$ cat config.mk
export PLATFORM = sky130hd
export DESIGN_NAME = fir64_seq
export DESIGN_NICKNAME = d
export VERILOG_FILES = /design/src/rtl/fir_pkg.sv /design/src/rtl/coef_ram64x18.sv /design/src/rtl/fir64_seq.sv
export SDC_FILE = /design/constraint.sdc
export NUM_CORES = 2
export LEC_CHECK = 0
export BUFFER_PORTS_ARGS = -buffer_cell sky130_fd_sc_hd__buf_2
export CAP_MARGIN = 15
export CORE_MARGIN = 2
export CORE_UTILIZATION = 35
export CTS_CLUSTER_SIZE = 16
export DETAILED_ROUTE_END_ITERATION = 6
export SLEW_MARGIN = 20
export SYNTH_ARGS = -nofsm -noshare
export SYNTH_HDL_FRONTEND = slang
export SYNTH_SLANG_ARGS = --single-unit
$ cat constraint.sdc
create_clock -name clk -period 13.75 [get_ports clk]
set_input_delay 2.75 -clock clk [delete_from_list [all_inputs] [get_ports clk]]
set_output_delay 2.75 -clock clk [all_outputs]
set_load 0.01 [all_outputs]
$ cat src/rtl/fir_pkg.sv
// Shared types and constants for the sequenced 64-tap FIR engine.
// State encoding, default widths and the rounding-constant helper.
package fir_pkg;

  localparam int DW   = 12;
  localparam int ADW  = 6;
  localparam int NTAP = 64;

  typedef enum logic [1:0] {
    IDLE,
    RUN,
    DRAIN
  } state_t;

  function automatic logic [63:0] rnd_const(input int unsigned sh);
    return 64'd1 << (sh - 1);
  endfunction

endpackage

$ cat src/rtl/coef_ram64x18.sv
// 64-entry coefficient store: synchronous write, asynchronous read.
// Maps onto distributed RAM; contents are not reset.
module coef_ram64x18
  import fir_pkg::*;
#(
  parameter int CW = 18
) (
  input  logic           clk,
  input  logic           we,
  input  logic [ADW-1:0] wa,
  input  logic [CW-1:0]  wd,
  input  logic [ADW-1:0] ra,
  output logic [CW-1:0]  rd
);

  logic [CW-1:0] mem_q [NTAP];

  // write port, updated at the clock edge
  always_ff @(posedge clk) begin
    if (we) mem_q[wa] <= wd;
  end

  assign rd = mem_q[ra];

endmodule

$ cat src/rtl/fir64_seq.sv
// Sequencer + MAC for a 64x12 SRL delay line; one output per input sample.
// Define FIR_SAT_EN to clip the output instead of wrapping it.
module fir64_seq
  import fir_pkg::*;
#(
  parameter int TAPS  = 64,
  parameter int CW    = 18,
  parameter int OW    = 16,
  parameter int SHIFT = 12,
  parameter int AW    = 36
) (
  input  logic                 clk,
  input  logic                 rst,
  input  logic signed [DW-1:0] din,
  input  logic                 din_stb,
  output logic        [DW-1:0] srl_d,
  output logic                 srl_ce,
  output logic       [ADW-1:0] srl_a,
  input  logic        [DW-1:0] srl_y,
  input  logic                 coef_we,
  input  logic       [ADW-1:0] coef_wa,
  input  logic signed [CW-1:0] coef_wd,
  output logic signed [OW-1:0] dout,
  output logic                 dout_stb,
  output logic                 busy,
  output logic                 overrun
);

  localparam int PW = DW + CW;
  localparam logic [ADW-1:0] KLAST = ADW'(TAPS - 1);
  localparam logic signed [AW-1:0] RND = AW'(rnd_const(SHIFT));

  state_t state_q, state_d;
  logic [ADW-1:0] k_q, k_d;

  logic v1_q, v1_d, f1_q, f1_d, l1_q, l1_d;
  logic signed [DW-1:0] tap_q, tap_d;
  logic signed [CW-1:0] coef_q, coef_d;

  logic v2_q, v2_d, f2_q, f2_d, l2_q, l2_d;
  logic signed [PW-1:0] prod_q, prod_d;

  logic signed [AW-1:0] acc_q, acc_d;
  logic signed [AW-1:0] acc_fin;
  logic signed [OW-1:0] dout_q, dout_d;
  logic stb_q, stb_d;
  logic ovr_q, ovr_d;

  logic [CW-1:0] ram_rd;

`ifdef FIR_SAT_EN
  localparam logic signed [AW-1:0] OMAX =
    {{(AW-OW+1){1'b0}}, {(OW-1){1'b1}}};
  localparam logic signed [AW-1:0] OMIN =
    {{(AW-OW+1){1'b1}}, {(OW-1){1'b0}}};
  logic signed [AW-1:0] scl;
`endif

  coef_ram64x18 #(
    .CW(CW)
  ) u_ram (
    .clk(clk),
    .we (coef_we),
    .wa (coef_wa),
    .wd (coef_wd),
    .ra (k_q),
    .rd (ram_rd)
  );

  assign srl_d    = din;
  assign busy     = (state_q != IDLE);
  assign dout     = dout_q;
  assign dout_stb = stb_q;
  assign overrun  = ovr_q;

  // next state, tap counter and delay-line control
  always_comb begin
    state_d = state_q;
    k_d     = k_q;
    srl_ce  = 1'b0;
    srl_a   = '0;
    unique case (state_q)
      IDLE: begin
        srl_ce = din_stb & ~rst;
        k_d    = '0;
        if (din_stb) state_d = RUN;
      end
      RUN: begin
        srl_a = k_q;
        k_d   = k_q + 1'b1;
        if (k_q == KLAST) state_d = DRAIN;
      end
      DRAIN: begin
        if (l2_q) state_d = IDLE;
      end
      default: state_d = IDLE;
    endcase
  end

  // tap/coef capture and multiply stages; a write to the tap
  // being read this cycle is forwarded so it takes effect now
  always_comb begin
    v1_d   = (state_q == RUN);
    f1_d   = (k_q == '0);
    l1_d   = (k_q == KLAST);
    tap_d  = srl_y;
    coef_d = (coef_we && coef_wa == k_q) ? coef_wd : ram_rd;
    v2_d   = v1_q;
    f2_d   = f1_q;
    l2_d   = l1_q;
    prod_d = tap_q * coef_q;
  end

  // accumulate, then round/scale the final sum into the output
  always_comb begin
    acc_fin = $signed({{(AW-PW){prod_q[PW-1]}}, prod_q});
    if (!f2_q) acc_fin = acc_q + acc_fin;
    acc_d  = v2_q ? acc_fin : acc_q;
    stb_d  = v2_q & l2_q;
    dout_d = dout_q;
    ovr_d  = ovr_q | (din_stb & (state_q != IDLE));
`ifdef FIR_SAT_EN
    scl = (acc_fin + RND) >>> SHIFT;
    if (stb_d) begin
      if (scl > OMAX)      dout_d = OW'(OMAX);
      else if (scl < OMIN) dout_d = OW'(OMIN);
      else                 dout_d = OW'(scl);
    end
`else
    if (stb_d) dout_d = OW'((acc_fin + RND) >>> SHIFT);
`endif
  end

  // control registers
  always_ff @(posedge clk) begin
    if (rst) begin
      state_q <= IDLE;
      k_q     <= '0;
      ovr_q   <= 1'b0;
    end else begin
      state_q <= state_d;
      k_q     <= k_d;
      ovr_q   <= ovr_d;
    end
  end

  // MAC pipeline registers
  always_ff @(posedge clk) begin
    if (rst) begin
      v1_q   <= 1'b0;
      f1_q   <= 1'b0;
      l1_q   <= 1'b0;
      tap_q  <= '0;
      coef_q <= '0;
      v2_q   <= 1'b0;
      f2_q   <= 1'b0;
      l2_q   <= 1'b0;
      prod_q <= '0;
      acc_q  <= '0;
    end else begin
      v1_q   <= v1_d;
      f1_q   <= f1_d;
      l1_q   <= l1_d;
      tap_q  <= tap_d;
      coef_q <= coef_d;
      v2_q   <= v2_d;
      f2_q   <= f2_d;
      l2_q   <= l2_d;
      prod_q <= prod_d;
      acc_q  <= acc_d;
    end
  end

  // output registers
  always_ff @(posedge clk) begin
    if (rst) begin
      dout_q <= '0;
      stb_q  <= 1'b0;
    end else begin
      dout_q <= dout_d;
      stb_q  <= stb_d;
    end
  end

endmodule
==> metrics.txt <==
gate count after technology mapping=3348; most used flip-flop cell after synthesis=sky130_fd_sc_hd__edfxtp_1; post-synthesis instance area=57300 um^2; worst relative slew slack=0.255; Placer Congestion=0.824; footprint of the multi-input gates=18900 um^2; number of buffers inserted for hold repair after clock tree synthesis=0; run status=completed; clock root buffer=sky130_fd_sc_hd__clkbuf_16; vias in the first global route=30500; Worst Max-Slew Pin Slew=1.12 ns; effective utilization at floorplan=0.352; Syn Area/Cell=17.1 um^2; part of the cycle the worst path needs=0.455; nets in the synthesized netlist=3679; synth-to-layout area growth=13.1%; FF/Latch Area=37000 um^2; arrival time at the worst endpoint=3.50 ns; Post-CTS Setup Bufs=0; antenna violations before repair=2; Post-Route Setup TNS=0 ns; fraction of layout cells with a size suffix above 1=0.221; Top Ports=90; startpoint types=primary input; H-tree levels=4; DR iter-0 viols=2928; total congestion overflow after global routing=0; number of flops mapped to enable cells by yosys=1152; Layout Skew=0.0366 ns; TritonCTS Sinks=1270; clock latency reported for the late side of the worst-skew pair=0.77 ns; Power per Cell Area=135 nW/um^2; via count of the routed design=29700; quantity of gates resized following cts=0; DIE AREA=167000 um^2; Hold Crit Class=reg -> reg; fraction of registers with async set/reset=0; Max Transition Viols Final=0; count of nets left with antenna violations after detail routing=0; core outline area=163000 um^2; final setup slack of the worst path=7.50 ns; Filler Cell Count=14800; count of unresolved DRC violations after routing=0; count of unique library cells instantiated by Yosys=70; total power of the final layout=8.76 mW; Tot GR Track Use=0.164; Die Y-Extent=409 um; maxcap violations=0; number of CTS-inserted buffers=135; routed wire length per instance=23.9 um; total number of nets in the final design=3784; hold_ws=0.442 ns; Critical Path Fanout Max=25; Detailed Routing Iterations Pass 1=6; routed vias/inst=5.19; final-report hold violation count=0; total wire length=137000 um; unrepaired setup endpoints after global routing=false; static power due to leakage=21.3 nW; FP Rows=148; yosys synthesis warning count=0; input/output buffers=65; Critical Path End Type=primary output; upper clock frequency limit=160 MHz; Final Instance Count excl. Fillers=5726; DP HPWL=83900 um; placed cell count=5491; maximum clock path buffer count=3; clock-pin slew of the registers on the worst-case setup and hold paths=0.05 ns; sequential element share of the synthesized area=0.645; Period minus WS final=6.25 ns; clock tree from TritonCTS=yes; synthesis-stage register bit count=1270; wire length of the first global-routing pass=203000 um; Chip Width=409 um; largest vdd supply drop=0.148 mV; Setup WS pre-CTS=7.50 ns; largest net degree at the start of global routing=121; Final setup violation count=0; CP Data Required Time=11.00 ns; Setup CP Type=in -> out
## critical path: stages
cell and delay (ns):
sky130_fd_sc_hd__buf_4 0.21, sky130_fd_sc_hd__nor3b_1 0.32, sky130_fd_sc_hd__buf_2 0.19
## synth_stat cells (7+ instances only)
cell / instances / area share
sky130_fd_sc_hd__or3_1: 7 / 0.00076
sky130_fd_sc_hd__o221ai_1: 17 / 0.0026
sky130_fd_sc_hd__edfxtp_1: 1152 / 0.60
sky130_fd_sc_hd__nand3_1: 30 / 0.0026
sky130_fd_sc_hd__o31ai_1: 7 / 0.00092
sky130_fd_sc_hd__buf_4: 12 / 0.0016
sky130_fd_sc_hd__xor2_1: 24 / 0.0037
sky130_fd_sc_hd__clkbuf_1: 124 / 0.0081
sky130_fd_sc_hd__a21o_1: 9 / 0.0012
sky130_fd_sc_hd__nand3b_1: 11 / 0.0014
sky130_fd_sc_hd__nor2_1: 185 / 0.012
sky130_fd_sc_hd__and3_1: 7 / 0.00076
sky130_fd_sc_hd__mux2i_1: 63 / 0.011
sky130_fd_sc_hd__ha_1: 90 / 0.020
sky130_fd_sc_hd__buf_2: 19 / 0.0017
sky130_fd_sc_hd__and2_1: 76 / 0.0083
sky130_fd_sc_hd__o22ai_1: 10 / 0.0011
sky130_fd_sc_hd__a211oi_1: 29 / 0.0038
sky130_fd_sc_hd__buf_1: 31 / 0.0020
sky130_fd_sc_hd__o21ai_0: 30 / 0.0026
sky130_fd_sc_hd__xnor2_1: 42 / 0.0064
sky130_fd_sc_hd__fa_1: 189 / 0.066
sky130_fd_sc_hd__a21oi_1: 68 / 0.0059
sky130_fd_sc_hd__nor3_1: 23 / 0.0020
sky130_fd_sc_hd__nand2_1: 223 / 0.015
sky130_fd_sc_hd__nand4_1: 8 / 0.00087
sky130_fd_sc_hd__nor2b_1: 32 / 0.0035
sky130_fd_sc_hd__inv_1: 247 / 0.016
sky130_fd_sc_hd__a31oi_1: 8 / 0.00087
sky130_fd_sc_hd__dfxtp_1: 118 / 0.041
sky130_fd_sc_hd__nand2b_1: 22 / 0.0024
sky130_fd_sc_hd__mux4_2: 348 / 0.14
## cells by family after synthesis
| group | share of synthesized area |
|---|---|
| compound gates | 0.0269 |
| fa+ha+maj | 0.0857 |
| flops | 0.645 |
| buf+inv | 0.0297 |
| simple gates | 0.0535 |
| xor+xnor | 0.0104 |
| mux | 0.149 |
## per-stage QoR
stage / cell area (um^2) / utilization
2_1_floorplan: 57300 / -
3_3_place_gp: 60500 / 0.372
3_5_place_dp: 60500 / 0.372
4_1_cts: 64800 / 0.398
5_1_grt: 64800 / 0.398
6_report: 64800 / 0.399
## final timing paths
kind | slack (ns) | depth (start not counted) | from | to
worst max-delay path | 7.50 | 3 | rst | srl_ce
worst min-delay path | 0.44 | 1 | v1_q$_SDFF_PP0_ | v2_q$_SDFF_PP0_
worst max register to register | 7.71 | 18 | tap_q[3]$_SDFF_PP0_ | prod_q[25]$_SDFF_PP0_
worst min register to register | 0.44 | 1 | v1_q$_SDFF_PP0_ | v2_q$_SDFF_PP0_
## registers in the layout, summed over array words and instances, names as in the netlist, 2 cells and up
register	count
acc_q	28
coef_q	18
dout	16
k_q	6
prod_q	28
state_q	2
tap_q	12
u_ram.mem_q	1152
## layer usage
| metal | part of all wire | global-route usage |
|---|---|---|
| met5 | 0.000088 | 0 |
| met4 | 0.022 | 0.0451 |
| met3 | 0.058 | 0.0282 |
| met2 | 0.50 | 0.275 |
| met1 | 0.42 | 0.220 |
## cells in the final DEF, fill, tap and decap left out, types with 7 or more instances in the layout
master / n
sky130_fd_sc_hd__nand2b_1: 22
sky130_fd_sc_hd__a31oi_1: 8
sky130_fd_sc_hd__nor2b_1: 32
sky130_fd_sc_hd__nor3_1: 21
sky130_fd_sc_hd__xnor2_1: 42
sky130_fd_sc_hd__nor2_1: 123
sky130_fd_sc_hd__dfxtp_1: 113
sky130_fd_sc_hd__bufinv_16: 7
sky130_fd_sc_hd__o221ai_1: 17
sky130_fd_sc_hd__a21o_1: 9
sky130_fd_sc_hd__nor2_2: 51
sky130_fd_sc_hd__o21ai_0: 30
sky130_fd_sc_hd__or3_1: 7
sky130_fd_sc_hd__clkinv_1: 22
sky130_fd_sc_hd__mux2i_1: 63
sky130_fd_sc_hd__a211oi_1: 29
sky130_fd_sc_hd__nand2_1: 223
sky130_fd_sc_hd__edfxtp_1: 1152
sky130_fd_sc_hd__nor2_4: 12
sky130_fd_sc_hd__and3_1: 7
sky130_fd_sc_hd__nand3_1: 30
sky130_fd_sc_hd__clkbuf_1: 32
sky130_fd_sc_hd__o22ai_1: 10
sky130_fd_sc_hd__xor2_1: 24
sky130_fd_sc_hd__clkinv_2: 17
sky130_fd_sc_hd__nand4_1: 8
sky130_fd_sc_hd__mux4_2: 348
sky130_fd_sc_hd__and2_1: 76
sky130_fd_sc_hd__inv_1: 246
sky130_fd_sc_hd__o31ai_1: 7
sky130_fd_sc_hd__buf_4: 89
sky130_fd_sc_hd__fa_1: 189
sky130_fd_sc_hd__nand3b_1: 11
sky130_fd_sc_hd__ha_1: 90
sky130_fd_sc_hd__a21oi_1: 68
sky130_fd_sc_hd__buf_2: 64
sky130_fd_sc_hd__clkbuf_16: 140
## cell type report
class,count,area share
Antenna cell,1,0.0000386
Clock buffer,172,0.0559
Clock inverter,62,0.00985
Inverter,247,0.0143
Multi-Input combinational cell,1644,0.291
Sequential cell,1270,0.571
Tap cell,2175,0.0420
Timing Repair Buffer,155,0.0159
## power by group
part           internal [mW]  switching [mW]  total, mW
clock                   2.01            1.51       3.52
sequential              4.27          0.0578       4.33
combinational          0.376           0.533      0.909
No activity file was read; power rests on OpenSTA's default activity.
